## src/rtl/desacople_if.sv

```systemverilog
// Pin-side bundle for the decoupling controller: enable, raw A0/A1 pairs and transistor drive lines.
// Carries no handshake; the inputs are level signals and the outputs are registered levels.
interface desacople_if #(
   parameter int NUM_CH = 4
) ();
   logic              en;
   logic [NUM_CH-1:0] a0;
   logic [NUM_CH-1:0] a1;
   logic [NUM_CH-1:0] desacople_out;
   logic              any_active;

   modport master (
      output en, a0, a1,
      input  desacople_out, any_active
   );

   modport slave (
      input  en, a0, a1,
      output desacople_out, any_active
   );
endinterface

```

## src/rtl/desacople_ctrl.sv

```systemverilog
// Per-channel sync -> XOR -> debounce -> minimum-on FSM driving one transistor line each.
// Input-to-output latency SYNC_STAGES + DEBOUNCE_CYCLES + 1 edges; no backpressure, en low kills outputs in 1 edge.
module desacople_ctrl #(
   parameter int NUM_CH          = 4,
   parameter int SYNC_STAGES     = 2,
   parameter int DEBOUNCE_CYCLES = 16,
   parameter int MIN_ON_CYCLES   = 8
) (
   input  logic       clk,
   input  logic       rst_n,
   desacople_if.slave bus
);

   localparam int DW = $clog2(DEBOUNCE_CYCLES + 1);
   localparam int HW = (MIN_ON_CYCLES > 1) ? $clog2(MIN_ON_CYCLES) : 1;

   typedef enum logic [1:0] {
      ST_OFF  = 2'd0,
      ST_HOLD = 2'd1,
      ST_ON   = 2'd2
   } state_t;

   logic [NUM_CH-1:0] a0_sync [SYNC_STAGES];
   logic [NUM_CH-1:0] a1_sync [SYNC_STAGES];
   logic [NUM_CH-1:0] cond;
   logic [NUM_CH-1:0] out_q;

   always_ff @(posedge clk or negedge rst_n) begin
      if (!rst_n) begin
         for (int s = 0; s < SYNC_STAGES; s++) begin
            a0_sync[s] <= '0;
            a1_sync[s] <= '0;
         end
      end else begin
         a0_sync[0] <= bus.a0;
         a1_sync[0] <= bus.a1;
         for (int s = 1; s < SYNC_STAGES; s++) begin
            a0_sync[s] <= a0_sync[s-1];
            a1_sync[s] <= a1_sync[s-1];
         end
      end
   end

   assign cond = a0_sync[SYNC_STAGES-1] ^ a1_sync[SYNC_STAGES-1];

   for (genvar i = 0; i < NUM_CH; i++) begin : g_ch
      logic          deb;
      logic [DW-1:0] dcnt;
      state_t        state;
      state_t        state_nxt;
      logic [HW-1:0] hcnt;
      logic [HW-1:0] hcnt_nxt;
      logic          out_r;

      // Any single cycle of agreement restarts the persistence count.
      always_ff @(posedge clk or negedge rst_n) begin
         if (!rst_n) begin
            deb  <= 1'b0;
            dcnt <= '0;
         end else if (cond[i] == deb) begin
            dcnt <= '0;
         end else if (dcnt == DW'(DEBOUNCE_CYCLES - 1)) begin
            deb  <= cond[i];
            dcnt <= '0;
         end else begin
            dcnt <= dcnt + 1'b1;
         end
      end

      always_comb begin
         state_nxt = state;
         hcnt_nxt  = hcnt;
         case (state)
            ST_OFF: begin
               if (bus.en && deb) begin
                  state_nxt = ST_HOLD;
                  hcnt_nxt  = HW'(MIN_ON_CYCLES - 1);
               end
            end
            ST_HOLD: begin
               // deb is deliberately ignored until the hold count expires.
               if (!bus.en)         state_nxt = ST_OFF;
               else if (hcnt != '0) hcnt_nxt  = hcnt - 1'b1;
               else if (deb)        state_nxt = ST_ON;
               else                 state_nxt = ST_OFF;
            end
            ST_ON: begin
               if (!bus.en || !deb) state_nxt = ST_OFF;
            end
            default: state_nxt = ST_OFF;
         endcase
      end

      always_ff @(posedge clk or negedge rst_n) begin
         if (!rst_n) begin
            state <= ST_OFF;
            hcnt  <= '0;
            out_r <= 1'b0;
         end else begin
            state <= state_nxt;
            hcnt  <= hcnt_nxt;
            out_r <= (state_nxt != ST_OFF);
         end
      end

      assign out_q[i] = out_r;
   end

   assign bus.desacople_out = out_q;
   assign bus.any_active    = |out_q;

endmodule
```

## src/flat_wrapper.sv

```systemverilog
// flat-port wrapper written by rule: the top's interface ports become plain ports
module desacople_ctrl_flat 
#(
   parameter int NUM_CH          = 4,
   parameter int SYNC_STAGES     = 2,
   parameter int DEBOUNCE_CYCLES = 16,
   parameter int MIN_ON_CYCLES   = 8
)
  (clk, rst_n, bus_en, bus_a0, bus_a1, bus_desacople_out, bus_any_active);
  desacople_if #(.NUM_CH(NUM_CH)) bus_i ();
  input  logic clk;
  input  logic rst_n;
  input wire logic [$bits(bus_i.en)-1:0] bus_en;
  input wire logic [$bits(bus_i.a0)-1:0] bus_a0;
  input wire logic [$bits(bus_i.a1)-1:0] bus_a1;
  output wire logic [$bits(bus_i.desacople_out)-1:0] bus_desacople_out;
  output wire logic [$bits(bus_i.any_active)-1:0] bus_any_active;
  assign bus_i.en = bus_en;
  assign bus_i.a0 = bus_a0;
  assign bus_i.a1 = bus_a1;
  assign bus_desacople_out = bus_i.desacople_out;
  assign bus_any_active = bus_i.any_active;
  desacople_ctrl #(.NUM_CH(NUM_CH), .SYNC_STAGES(SYNC_STAGES), .DEBOUNCE_CYCLES(DEBOUNCE_CYCLES), .MIN_ON_CYCLES(MIN_ON_CYCLES)) u_core (.clk(clk), .rst_n(rst_n), .bus(bus_i));
endmodule
```

## config.mk

```make
export PLATFORM = sky130hd
export DESIGN_NAME = desacople_ctrl_flat
export DESIGN_NICKNAME = d
export VERILOG_FILES = /design/src/rtl/desacople_if.sv /design/src/rtl/desacople_ctrl.sv /design/src/flat_wrapper.sv
export SDC_FILE = /design/constraint.sdc
export NUM_CORES = 1
export LEC_CHECK = 0
export CORE_MARGIN = 2
export CORE_UTILIZATION = 35
export CTS_BUF_LIST = sky130_fd_sc_hd__clkbuf_8
export DETAILED_ROUTE_END_ITERATION = 6
export DONT_BUFFER_PORTS = 1
export SLEW_MARGIN = 25
export SYNTH_ARGS = -nofsm -noshare
export SYNTH_HDL_FRONTEND = slang
export SYNTH_SLANG_ARGS = --single-unit
```

## constraint.sdc

```tcl
create_clock -name clk -period 3.2 [get_ports clk]
set_input_delay 0.64 -clock clk [delete_from_list [all_inputs] [get_ports clk]]
set_output_delay 0.64 -clock clk [all_outputs]
set_load 0.01 [all_outputs]
```

* After elaboration in Yosys (flattened, before gate mapping)
Index checks and enable logic that the tools add are counted.
** Word-level totals
- Flip-flop bits (word level) :: 64
- Input port bits :: 11
- Output and inout port bits :: 5
- Word-level logic and storage cells :: 151
** Operators by class
- Add/subtract/negate cells :: 8
- Eq/ne operators :: 28
- Muxes and demuxes :: 48
- Bitwise operators :: 5
- Reduce and logical (&&, ||, !) cells :: 38
** Operators by type and width (count)
- $mux W2 :: 20
- $mux W5 :: 8
- $mux W3 :: 12
- $pmux W2 S3 :: 4
- $pmux W3 S2 :: 4
- $add A5 B1 Y5 const B :: 4
- $eq A5 B4 Y1 const B :: 4
- $ne A2 B1 Y1 const B :: 8
- $reduce_and A4 Y1 :: 4
- $reduce_bool A2 Y1 :: 8
- $reduce_bool A3 Y1 :: 4
- $sub A3 B1 Y3 const B :: 4
- $eq A2 B1 Y1 const B :: 4
- $eq A2 B2 Y1 const B :: 4
- $logic_not A2 Y1 :: 4
- $ne A2 B2 Y1 const B :: 4
- $reduce_and A2 Y1 :: 4
- $logic_not A1 Y1 :: 5
- $eq A1 B1 Y1 :: 4
- $logic_and A1 B1 Y1 :: 4
- $logic_or A1 B1 Y1 :: 4
- $not A1 Y1 :: 4
- $reduce_or A4 Y1 :: 1
- $xor A4 B4 Y4 :: 1

* Logic depth before layout (Yosys ltp)
Gate-level depths: netlist (run 1).
- Depth after elaboration :: 5
- Depth in mapped cells :: 6
- Depth with buffers taken out :: 6

* Least setup slack after synthesis (run 1)
No wires, ideal clock.
- Path kind :: register to output
- From :: register u_core.g_ch[2].out_r
- To :: output port bus_any_active
- Data arrival time :: 0.919 ns
- Data required time :: 2.560 ns
- Path slack :: 1.641 ns
- Stages on the path, launching flop included :: 2
- Buffers on the path :: 0
- Cells stage by stage :: dfrtp_1 > or4_1
** On the way
- Cells in the longest elaborated chain, start to end :: 1
** RTL lines
- start: declaration :: RTL line desacople_ctrl.sv:53 : logic out_r;
- start signal: assignment :: RTL line desacople_ctrl.sv:102 : out_r <= (state_nxt != ST_OFF);
- $reduce_or A4 Y1 :: RTL line desacople_ctrl.sv:110 : assign bus.any_active = |out_q;
- end: declaration :: RTL line flat_wrapper.sv:17 : output wire logic [$bits(bus_i.any_active)-1:0] bus_any_active;
Every way passes these cells.

* Final worst setup path (run 1)
- From :: register u_core.g_ch[3].out_r
- To :: output port bus_any_active
** On the way
- Cells in the longest elaborated chain, start to end :: 1
** RTL lines (RTL line)
- start: declaration :: desacople_ctrl.sv:53
- start signal: assignment :: desacople_ctrl.sv:102
- $reduce_or A4 Y1 :: desacople_ctrl.sv:110
Every way passes these cells.

==> summary.md, run 1 <==
| Metric | Value |
|---|---|
| Slew Limit Fails | 0 |
| Fin Clk Skew | 0.0123 ns |
| Yosys reg bits | 64 |
| Cell chain of the critical path | or4_1 |
| Reg-to-Reg Start | u_core.g_ch[3].hcnt[0] |
| Synth Flop Type | dfrtp_1 |
| CTS tree | yes |
| Top-Level Pins | 16 |
| Avg Inst Size Synth | 12.4 um2 |
| Worst VDD drop | 0.226 mV |
| H-tree depth | 3 |
| RSZ-0062 raised after global routing | false |
| Nets | 252 |
| Initial antenna violation count | 0 |
| Synthesis-to-layout area growth | 12.2% |
| Seq/Total Area, Yosys | 0.581 |
| Final hold vios | 0 |
| Clock power frac | 0.435 |
| Clk buf depth | 2 |
| CTS Buf Count | 9 |
| Startpoint Class | flop |
| Slowest stage delay, CP | 0.57 ns |
| Pwr Total | 1.74 mW |
| Clk slew on worst S/H paths | about 0.07 ns |
| Fin crit share | 0.612 |
| Post-Place Cells | 319 |
| Post-route ant nets | 0 |
| DR iter-0 viols | 35 |
| Fmax | between 500 and 600 MHz |
| Share of cells above drive strength 1 | 0.0815 |
| # clock sinks | 64 |
| # resized after CTS | 0 |
| Sw Ratio | 0.209 |
| Crit Path Category | flop to output pin |
| Fillers | 758 |
| Overflow left after global routing | 0 |
| Global Route met2 Usage | 0.153 |
| Finished Cell Area | around 0.0031 mm2 |
| Die height | 92.8 um |
| Synth Area in Simple Gates | 0.163 |
| First-pass GRT wire length | between 6000 and 7000 um |
| Register Area | 0.00160 mm2 |
| Sequential Power Share | 0.507 |
| Met1 Usage GRT | 0.133 |
| Max-Cap Viols | 0 |
| HPWL after DPL | 2550 um |
| Largest net degree at the start of global routing | 65 |
| Die W | 92.8 um |
| Remaining DRCs | 0 |
| Power Density | 561 mW/mm2 |
| Adder-cell area share of the yosys netlist | 0.0544 |
| Area of the multi-input gates | 0.00107 mm2 |
| Leakage | 1.50 nW |
| DR vias | 1573 |
| Post-Route WL | 3860 um |
| Min-delay worst type | input port to async pin |
| Worst-Margin Slew | roughly 0.39 ns |
| Number of synthesized flops with an enable pin | 0 |
| Ant. Diodes | 0 |
| Tmin final | 1.96 ns |
| Int Power | 1.37 mW |
| WP buf/inv | 0 |
| Vias per Instance | 4.70 |
| CP endpoint kind | output pin |
| Slowest CP cell | or4_1 |
| Drt wl/cell | 11.5 um |
| Status | completed |
| Layout Cells excl Fill | 335 |
| Final number of setup-violating endpoints | 0 |
| Initial cell density of the core | 0.359 |
| CP top delay family | simple AND/OR/NAND/NOR gates |
| Worst EP arrival | 1.32 ns |
| Die ar. | between 0.008 and 0.009 mm2 |
| Synthesis warning total | 0 |
| Combinational fraction of design power | 0.058 |
| Met3 usage | 0.0244 |
| Post-placement cell area | 0.00285 mm2 |
| Net Sw Power | 0.362 mW |
| WP data required | roughly 2.6 ns |
| Rel. slew slack | 0.742 |
| Root Buffer | clkbuf_8 |
| Synth Instances | between 200 and 250 |
| Cell Area, Synth | 0.00276 mm2 |
| Final Util | 0.403 |
| Async SR Flop Fraction | 1.00 |
| Final weighted congestion in routability-driven placement | 0.728 |
| Distinct cells, synth | between 40 and 50 |
| Core region area | between 0.007 and 0.008 mm2 |
| Number of global-route vias before repair | 1593 |
| XOR/XNOR Fraction of Synth Area | 0.0726 |
| Synth Area in Compound Gates | 0.0803 |
| Initial DRT Pass Iterations | 6 |
| Most Crowded Layer GR | met2 |
| Post-synthesis mux area share | 0.0181 |
| Crit. Startpoint | u_core.g_ch[3].out_r |
| Syn nets | 246 |
| Gr usage total | 0.103 |
| Fin Setup TNS | 0 ns |
| CP Max Fanout | 2 |
| Largest family of logic cells by synthesized area | simple AND/OR/NAND/NOR gates |
| Std cell rows | 32 |
| Clock Latency Late Sink | 0.33 ns |
| Port Buffers | 0 |
[final timing paths]
| kind | endpoint | slack, ns | depth (start not counted) |
|---|---|---|---|
| max in group asynchronous | u_core.g_ch[0].hcnt[2] | 2.77 | 1 |
| worst max-delay path | bus_any_active | 1.24 | 1 |
| worst max register to register | u_core.g_ch[3].hcnt[1] | 1.65 | 5 |
| worst min-delay path | u_core.a0_sync[7] | 0.18 | 1 |
| min in group clk | u_core.a0_sync[5] | 0.33 | 0 |
| worst min register to register | u_core.a1_sync[3] | 0.35 | 0 |
[cell families after synthesis]
group                      count (synthesis)
buffers and inverters                     18
adders and majority gates                 12
AOI/OAI and AO/OA                         29
DFF                                       64
and+or+nand+nor                           79
muxes                                      5
xor gates and xnor gates                  16
[sequential cells by signal (all words and copies together) (netlist names)]
name and flops:
u_core.g_ch.out_r 4, u_core.g_ch.state 8, u_core.a1_sync 8, u_core.g_ch.dcnt 20, u_core.g_ch.hcnt 12, u_core.a0_sync 8
u_core.g_ch.deb 4
[layer usage]
layer  wire [um]  part of all wire
met1        2050              0.53
met2        1630              0.42
met3         123             0.032
met4          54             0.014
met5           0                 0
[cell usage after synthesis, types with 2 or more instances]
cell / instances / share of area
dfrtp_1: 64 / 0.58
nand2_1: 14 / 0.019
nor2_1: 13 / 0.018
and3_1: 12 / 0.027
ha_1: 12 / 0.054
inv_1: 12 / 0.016
nand3_1: 9 / 0.016
xor2_1: 8 / 0.025
a21oi_1: 6 / 0.011
mux2i_1: 5 / 0.018
nand3b_1: 5 / 0.014
o21ai_0: 5 / 0.0091
and2_1: 4 / 0.0091
buf_4: 4 / 0.011
nand2b_1: 4 / 0.0091
nand4b_1: 4 / 0.013
nor2b_1: 4 / 0.0091
xnor2_1: 4 / 0.013
xor3_1: 4 / 0.034
o221ai_1: 3 / 0.0095
a211oi_1: 2 / 0.0054
a21o_1: 2 / 0.0054
a2bb2oi_1: 2 / 0.0064
and3b_1: 2 / 0.0064
nor3b_1: 2 / 0.0054
[power by group through the flow]
stage	clock network (mW)	registers, mW	logic, mW
after global placement	0	0.895	0.0813
final	0.755	0.880	0.101
after detailed placement	0	0.895	0.0839
after CTS	0.787	0.880	0.104
after floorplan	0	0.889	0.0731
after global routing	0.828	0.884	0.119
[area by class of cell]
class	count	area share
flip-flops and latches	64	0.518
multi-input cells	141	0.347
clock buffers	11	0.0489
well taps	102	0.0412
clock inverters	4	0.0222
inverters	12	0.0146
repair buffers	1	0.00890
[timing repair]
action                                 in CTS  in global routing
hold buffers                                1                  0
endpoints found under the hold margin      64                  0
setup buffers                               0                  0
setup endpoints to repair                   0                  0
[cell usage in the layout (no fill, tap or decap), types with 3 or more instances in the layout]
cell type	count
dfrtp_1	64
nand2_1	14
inv_1	13
nor2_1	13
and3_1	12
ha_1	12
clkbuf_8	11
nand3_1	9
xor2_1	8
a21oi_1	6
o21ai_0	5
nand3b_1	5
mux2i_1	5
nand2b_1	4
xor3_1	4
nand4b_1	4
and2_1	4
nor2b_1	4
xnor2_1	4
o221ai_1	3
[stage by stage]
step                hold slack [ns]  setup WS, ns
floorplan                     0.331          1.64
global placement              0.334          1.58
detailed placement            0.335          1.58
CTS                           0.171          1.22
global route                  0.182          1.20
finish                        0.180          1.24
(Power assumes the default switching activity.)
==> run 2: changes to the inputs <==
==> constraint.sdc (replaced) <==
create_clock -name clk -period 2 [get_ports clk]
set_input_delay 0.4 -clock clk [delete_from_list [all_inputs] [get_ports clk]]
set_output_delay 0.4 -clock clk [all_outputs]
set_load 0.01 [all_outputs]
==> summary.md, run 2 (same netlist as run 1, synthesis figures left out) <==
| Metric | Value |
|---|---|
| Status | completed (unchanged) |
| Cell chain of the critical path | or4_1 (unchanged) |
| Worst VDD drop | 0.313 mV (was 0.226 mV) |
| Post-Route WL | 3940 um (was 3860 um) |
| Synthesis-to-layout area growth | 11.8% (was 12.2%) |
| Layout Cells excl Fill | 337 (was 335) |
| Slowest CP cell | or4_1 (unchanged) |
| Number of global-route vias before repair | 1578 (was 1593) |
| Post-Place Cells | 319 (unchanged) |
| Fin Clk Skew | 0.00661 ns (was 0.0123 ns) |
| CP endpoint kind | output pin (unchanged) |
| Initial cell density of the core | 0.359 (unchanged) |
| Fin crit share | 0.870 |
| Vias per Instance | 4.76 (was 4.70) |
| Power Density | 865 mW/mm2 (was 561 mW/mm2) |
| Min-delay worst type | input port to flop (was input port to async pin) |
| Slew Limit Fails | 0 (unchanged) |
| CP top delay family | simple AND/OR/NAND/NOR gates (unchanged) |
| Worst EP arrival | 1.34 ns (was 1.32 ns) |
| CP Max Fanout | 2 (unchanged) |
| WP buf/inv | 0 (unchanged) |
| # resized after CTS | 0 (unchanged) |
| # clock sinks | 64 (unchanged) |
| WP data required | 1.60 ns (was 2.56 ns) |
| Max FFs per register | 20 (unchanged) |
| Share of cells above drive strength 1 | 0.0809 (was 0.0815) |
| HPWL after DPL | 2630 um (was 2550 um) |
| Startpoint Class | flop (unchanged) |
| Commonest non-fill, non-tap cell in the layout | dfrtp_1 (unchanged) |
| Post-route ant nets | 0 (unchanged) |
| Area of the multi-input gates | 0.00107 mm2 (unchanged) |
| Nets | 253 (was 252) |
| Root Buffer | clkbuf_8 (unchanged) |
| Clock Latency Late Sink | 0.33 ns (about the same) |
| RSZ-0062 raised after global routing | false (unchanged) |
| Ant. Diodes | 0 (unchanged) |
| Top-Level Pins | 16 (unchanged) |
| CTS tree | yes (unchanged) |
| Final number of setup-violating endpoints | 0 (unchanged) |
| Fin Setup TNS | 0 ns (unchanged) |
| Core region area | 0.00769 mm2 (unchanged) |
| Std cell rows | 32 (unchanged) |
| Final hold vios | 0 (unchanged) |
| Max-Cap Viols | 0 (unchanged) |
| Fillers | 731 (was 758) |
| DR vias | 1605 (was 1573) |
| Biggest register | u_core.g_ch.dcnt (unchanged) |
| Remaining DRCs | 0 (unchanged) |
| Largest net degree at the start of global routing | 65 (unchanged) |
| Clk buf depth | 2 (unchanged) |
| Tmin final | 1.74 ns |
| Worst-Margin Slew | 0.406 ns (was 0.387 ns) |
| Clk slew on worst S/H paths | 0.07 ns (about the same) |
| Crit Path Category | flop to output pin (unchanged) |
| Gr usage total | 0.106 (was 0.103) |
| Rel. slew slack | 0.729 (was 0.742) |
| Final setup margin | 0.261 ns (was 1.24 ns) |
| DR iter-0 viols | 85 (was 35) |
| Slowest stage delay, CP | 0.59 ns (was 0.57 ns) |
| Die W | 92.8 um (unchanged) |
| CTS Buf Count | 9 (unchanged) |
| Registers with the most flip-flops | u_core.g_ch.dcnt (20), u_core.g_ch.hcnt (12) (unchanged) |
| Register Area | 0.00160 mm2 (unchanged) |
| Fmax | 575 MHz |
| H-tree depth | 3 (unchanged) |
| Initial DRT Pass Iterations | 5 (was 6) |
| Leakage | 1.50 nW (about the same) |
| Drt wl/cell | 11.7 um (was 11.5 um) |
| Initial antenna violation count | 0 (unchanged) |
| First-pass GRT wire length | 7000 um (was 6930 um) |
| Port Buffers | 0 (unchanged) |
| Commonest non-fill, non-tap cells in the layout | dfrtp_1, inv_1, nand2_1 (was dfrtp_1, nand2_1, inv_1, nor2_1) |
| Die height | 92.8 um (unchanged) |
| Final weighted congestion in routability-driven placement | 0.738 (was 0.728) |
| Post-place setup slack | 0.442 ns (was 1.58 ns) |
| Overflow left after global routing | 0 (unchanged) |
| Die ar. | 0.00861 mm2 (unchanged) |
[run 2: changes by cell type in the layout (fill, tap and decap cells not counted), sizes merged]
cell         delta
bufinv          -1
clkinv          +1
dlygate4sd3     +1
inv             +1
[run 2: final timing paths]
path | slack (ns) | startpoint | end | cells past startpoint
min in group asynchronous | 0.58 | rst_n | u_core.g_ch[1].dcnt[1] | 2
max in group asynchronous | 1.15 | rst_n | u_core.g_ch[2].dcnt[2] | 2
setup / recovery | 0.26 | u_core.g_ch[2].out_r | bus_any_active | 1
hold reg to reg | 0.35 | u_core.a0_sync[7] | u_core.a0_sync[3] | 0
setup reg to reg | 0.44 | u_core.g_ch[3].hcnt[0] | u_core.g_ch[3].hcnt[2] | 5
hold / removal | 0.09 | bus_a0[2] | u_core.a0_sync[6] | 0
[run 2: stage by stage]
stage                     cell area, um2  hold slack, ns   util  total power, mW
after floorplan                     2760           0.104      -             1.54
after global placement              2850           0.107  0.370             1.56
after detailed placement            2850           0.107  0.370             1.57
after CTS                           3080          0.0701  0.401             2.71
after global routing                3080          0.0578  0.401             2.81
final                               3080          0.0901  0.401             2.67
[run 2: timing repair]
item                                    in CTS  in global routing
setup buffers                                0                  0
hold endpoints to repair                    64                  0
hold buffers                                 2                  0
endpoints found under the setup margin       0                  0
[run 2: power by group]
group	internal [mW]	leakage, nW	switching (mW)
Combinational	0.0795	0.579	0.0838
Sequential	1.36	0.807	0.0466
Clock	0.630	0.112	0.463
Total	2.07	1.50	0.593
[run 2: layer usage]
| metal | global-route usage | share of wire | wire, um |
|---|---|---|---|
| met1 | 0.137 | 0.50 | 1980 |
| met2 | 0.152 | 0.43 | 1680 |
| met3 | 0.0399 | 0.044 | 175 |
| met4 | 0.0600 | 0.025 | 100 |
| met5 | 0 | 0 | 0 |
[run 2: cell type report]
| type | count | share of cell area |
|---|---|---|
| Sequential cell | 64 | 0.519 |
| Multi-Input combinational cell | 141 | 0.348 |
| Clock buffer | 11 | 0.0491 |
| Tap cell | 102 | 0.0414 |
| Clock inverter | 5 | 0.0154 |
| Inverter | 12 | 0.0146 |
| Timing Repair Buffer | 2 | 0.0122 |
==> run 3: changes to the inputs <==
--- a/config.mk
+++ b/config.mk
@@ -8,8 +8,10 @@
 export CORE_MARGIN = 2
 export CORE_UTILIZATION = 35
 export CTS_BUF_LIST = sky130_fd_sc_hd__clkbuf_8
+export CTS_CLUSTER_DIAMETER = 50
 export DETAILED_ROUTE_END_ITERATION = 6
 export DONT_BUFFER_PORTS = 1
+export SETUP_SLACK_MARGIN = 0.5
 export SLEW_MARGIN = 25
 export SYNTH_ARGS = -nofsm -noshare
 export SYNTH_HDL_FRONTEND = slang
==> summary.md, run 3 (same netlist as run 1, synthesis figures left out) <==
| Metric | Value |
|---|---|
| Status | finished, violations left (was completed) |
| Failing checks | negative hold slack |
| Number of global-route vias before repair | 1584 (was 1578) |
| Synthesis-to-layout area growth | 12.9% (was 11.8%) |
| Slew Limit Fails | 0 (unchanged) |
| Final Util | 0.405 (was 0.401) |
| Worst VDD drop | 0.313 mV (about the same) |
| CTS Buf Count | 9 (unchanged) |
| CP Max Fanout | 2 (unchanged) |
| Initial cell density of the core | 0.359 (unchanged) |
| Tmin final | 1.71 ns (was 1.74 ns) |
| Clock Latency Late Sink | 0.33 ns (about the same) |
| DR vias | 1631 (was 1605) |
| CP top delay family | simple AND/OR/NAND/NOR gates (unchanged) |
| Leakage | 1.50 nW (about the same) |
| Post-Route WL | 4060 um (was 3940 um) |
| DR iter-0 viols | 78 (was 85) |
| Vias per Instance | 4.81 (was 4.76) |
| WL met3 | 175 um (unchanged) |
| Initial antenna violation count | 0 (unchanged) |
| Largest net degree at the start of global routing | 65 (unchanged) |
| Post-placement cell area | 0.00285 mm2 (unchanged) |
| Top-Level Pins | 16 (unchanged) |
| Crit Path Category | flop to output pin (unchanged) |
| Cell chain of the critical path | or4_4 (was or4_1) |
| Commonest non-fill, non-tap cell in the layout | dfrtp_1 (unchanged) |
| Startpoint Class | flop (unchanged) |
| Finished Cell Area | 0.00311 mm2 (was 0.00308 mm2) |
| Fin Setup TNS | 0 ns (unchanged) |
| H-tree depth | 3 (unchanged) |
| Worst-Margin Slew | 0.288 ns (was 0.406 ns) |
| Clock power frac | 0.411 (was 0.410) |
| Nets | 255 (was 253) |
| Biggest register | u_core.g_ch.dcnt (unchanged) |
| Share of cells above drive strength 1 | 0.118 (was 0.0809) |
| Fmax | 584 MHz (was 575 MHz) |
| Std cell rows | 32 (unchanged) |
| Fillers | 728 (was 731) |
| Die height | 92.8 um (unchanged) |
| Int Power | 2.08 mW (was 2.07 mW) |
| Slowest stage delay, CP | 0.56 ns (was 0.59 ns) |
| Commonest non-fill, non-tap cells in the layout | dfrtp_1, inv_1, nand2_1 (unchanged) |
| Drt wl/cell | 12.0 um (was 11.7 um) |
| Max Used Layer | met4 (unchanged) |
| Area of the multi-input gates | 0.00111 mm2 (was 0.00107 mm2) |
| RSZ-0062 raised after global routing | true (was false) |
| Clk slew on worst S/H paths | 0.07 ns (about the same) |
| Met2 WL | 1770 um (was 1680 um) |
| Clk buf depth | 2 (unchanged) |
| Registers with the most flip-flops | u_core.g_ch.dcnt (20), u_core.g_ch.hcnt (12) (unchanged) |
| WP data required | 1.60 ns (about the same) |
| HPWL after DPL | 2630 um (unchanged) |
| M1 WL | 2000 um (was 1980 um) |
| Final hold vios | 64 (was 0) |
| CTS tree | yes (unchanged) |
| Worst EP arrival | 1.31 ns (was 1.34 ns) |
| Initial DRT Pass Iterations | 4 (was 5) |
| Rel. slew slack | 0.807 (was 0.729) |
| # clock sinks | 64 (unchanged) |
| Power Density | 853 mW/mm2 (was 865 mW/mm2) |
| Slowest CP cell | or4_4 (was or4_1) |
| Hold_ws | -0.240 ns (was 0.0901 ns) |
| Port Buffers | 0 (unchanged) |
| Gr usage total | 0.107 (was 0.106) |
| Max-Cap Viols | 0 (unchanged) |
| Final weighted congestion in routability-driven placement | 0.738 (unchanged) |
| CP endpoint kind | output pin (unchanged) |
| Fin Clk Skew | 0.00645 ns (was 0.00661 ns) |
| First-pass GRT wire length | 7040 um (was 7000 um) |
| Register Area | 0.00160 mm2 (unchanged) |
| Root Buffer | clkbuf_8 (unchanged) |
| Max FFs per register | 20 (unchanged) |
| Remaining DRCs | 0 (unchanged) |
| WP buf/inv | 0 (unchanged) |
| Combinational fraction of design power | 0.058 (was 0.061) |
| Post-route ant nets | 0 (unchanged) |
| Core region area | 0.00769 mm2 (unchanged) |
| Final number of setup-violating endpoints | 0 (unchanged) |
| Fin crit share | 0.856 (was 0.870) |
| Overflow left after global routing | 0 (unchanged) |
| Sw Ratio | 0.217 (was 0.223) |
| Net Sw Power | 0.576 mW (was 0.593 mW) |
| Ant. Diodes | 0 (unchanged) |
| Die W | 92.8 um (unchanged) |
| Die ar. | 0.00861 mm2 (unchanged) |
| Min-delay worst type | input port to async pin (was input port to flop) |
| Sequential Power Share | 0.531 (was 0.529) |
-- run 3: per-stage QoR --
| stage | setup WS, ns | power [mW] | hold WS (ns) | instances |
|---|---|---|---|---|
| global placement | 0.502 | 1.56 | 0.107 | 319 |
| floorplan | 0.576 | 1.54 | 0.104 | 223 |
| detailed placement | 0.442 | 1.57 | 0.107 | 319 |
| finish | 0.288 | 2.66 | -0.240 | 339 |
| CTS | 0.270 | 2.68 | -0.262 | 337 |
| global route | 0.247 | 2.80 | -0.273 | 339 |
-- run 3: area by class of cell --
| type | count | area share |
|---|---|---|
| clock buffers | 11 | 0.0486 |
| clock inverters | 5 | 0.0153 |
| inverters | 12 | 0.0145 |
| multi-input cells | 141 | 0.355 |
| flip-flops and latches | 64 | 0.514 |
| well taps | 102 | 0.0410 |
| repair buffers | 4 | 0.0109 |
-- run 3: final timing paths --
kind,startpoint,end,slack [ns],cells after the start
min,rst_n,u_core.a1_sync[3],-0.24,0
min in group clk,bus_a0[2],u_core.a0_sync[6],0.09,0
max in group asynchronous,rst_n,u_core.g_ch[0].hcnt[2],2.14,0
max reg2reg,u_core.g_ch[3].hcnt[1],u_core.g_ch[3].hcnt[2],0.45,6
min reg2reg,u_core.a0_sync[7],u_core.a0_sync[3],0.35,0
max,u_core.g_ch[0].out_r,bus_any_active,0.29,1
-- run 3: power groups by stage --
stage	Clock, mW	Combinational (mW)	Sequential (mW)
2_1_floorplan	0	0.117	1.42
3_3_place_gp	0	0.130	1.43
3_5_place_dp	0	0.135	1.43
4_1_cts	1.13	0.139	1.41
5_1_grt	1.20	0.179	1.42
6_report	1.09	0.154	1.41
-- run 3: metal layers --
layer / GRT usage / vias to the layer above
met3: 0.0407 / 12
met5: 0 / -
li1: - / 800
met1: 0.135 / 786
met4: 0.0637 / 0
met2: 0.154 / 33
-- run 3: timing repair --
| item | CTS | global route |
|---|---|---|
| endpoints found under the hold margin | 64 | 64 |
| pin swaps | 3 | 4 |
| setup endpoints to repair | 4 | 7 |
| resized for setup | 2 | 6 |
| buffers inserted | 2 | 2 |
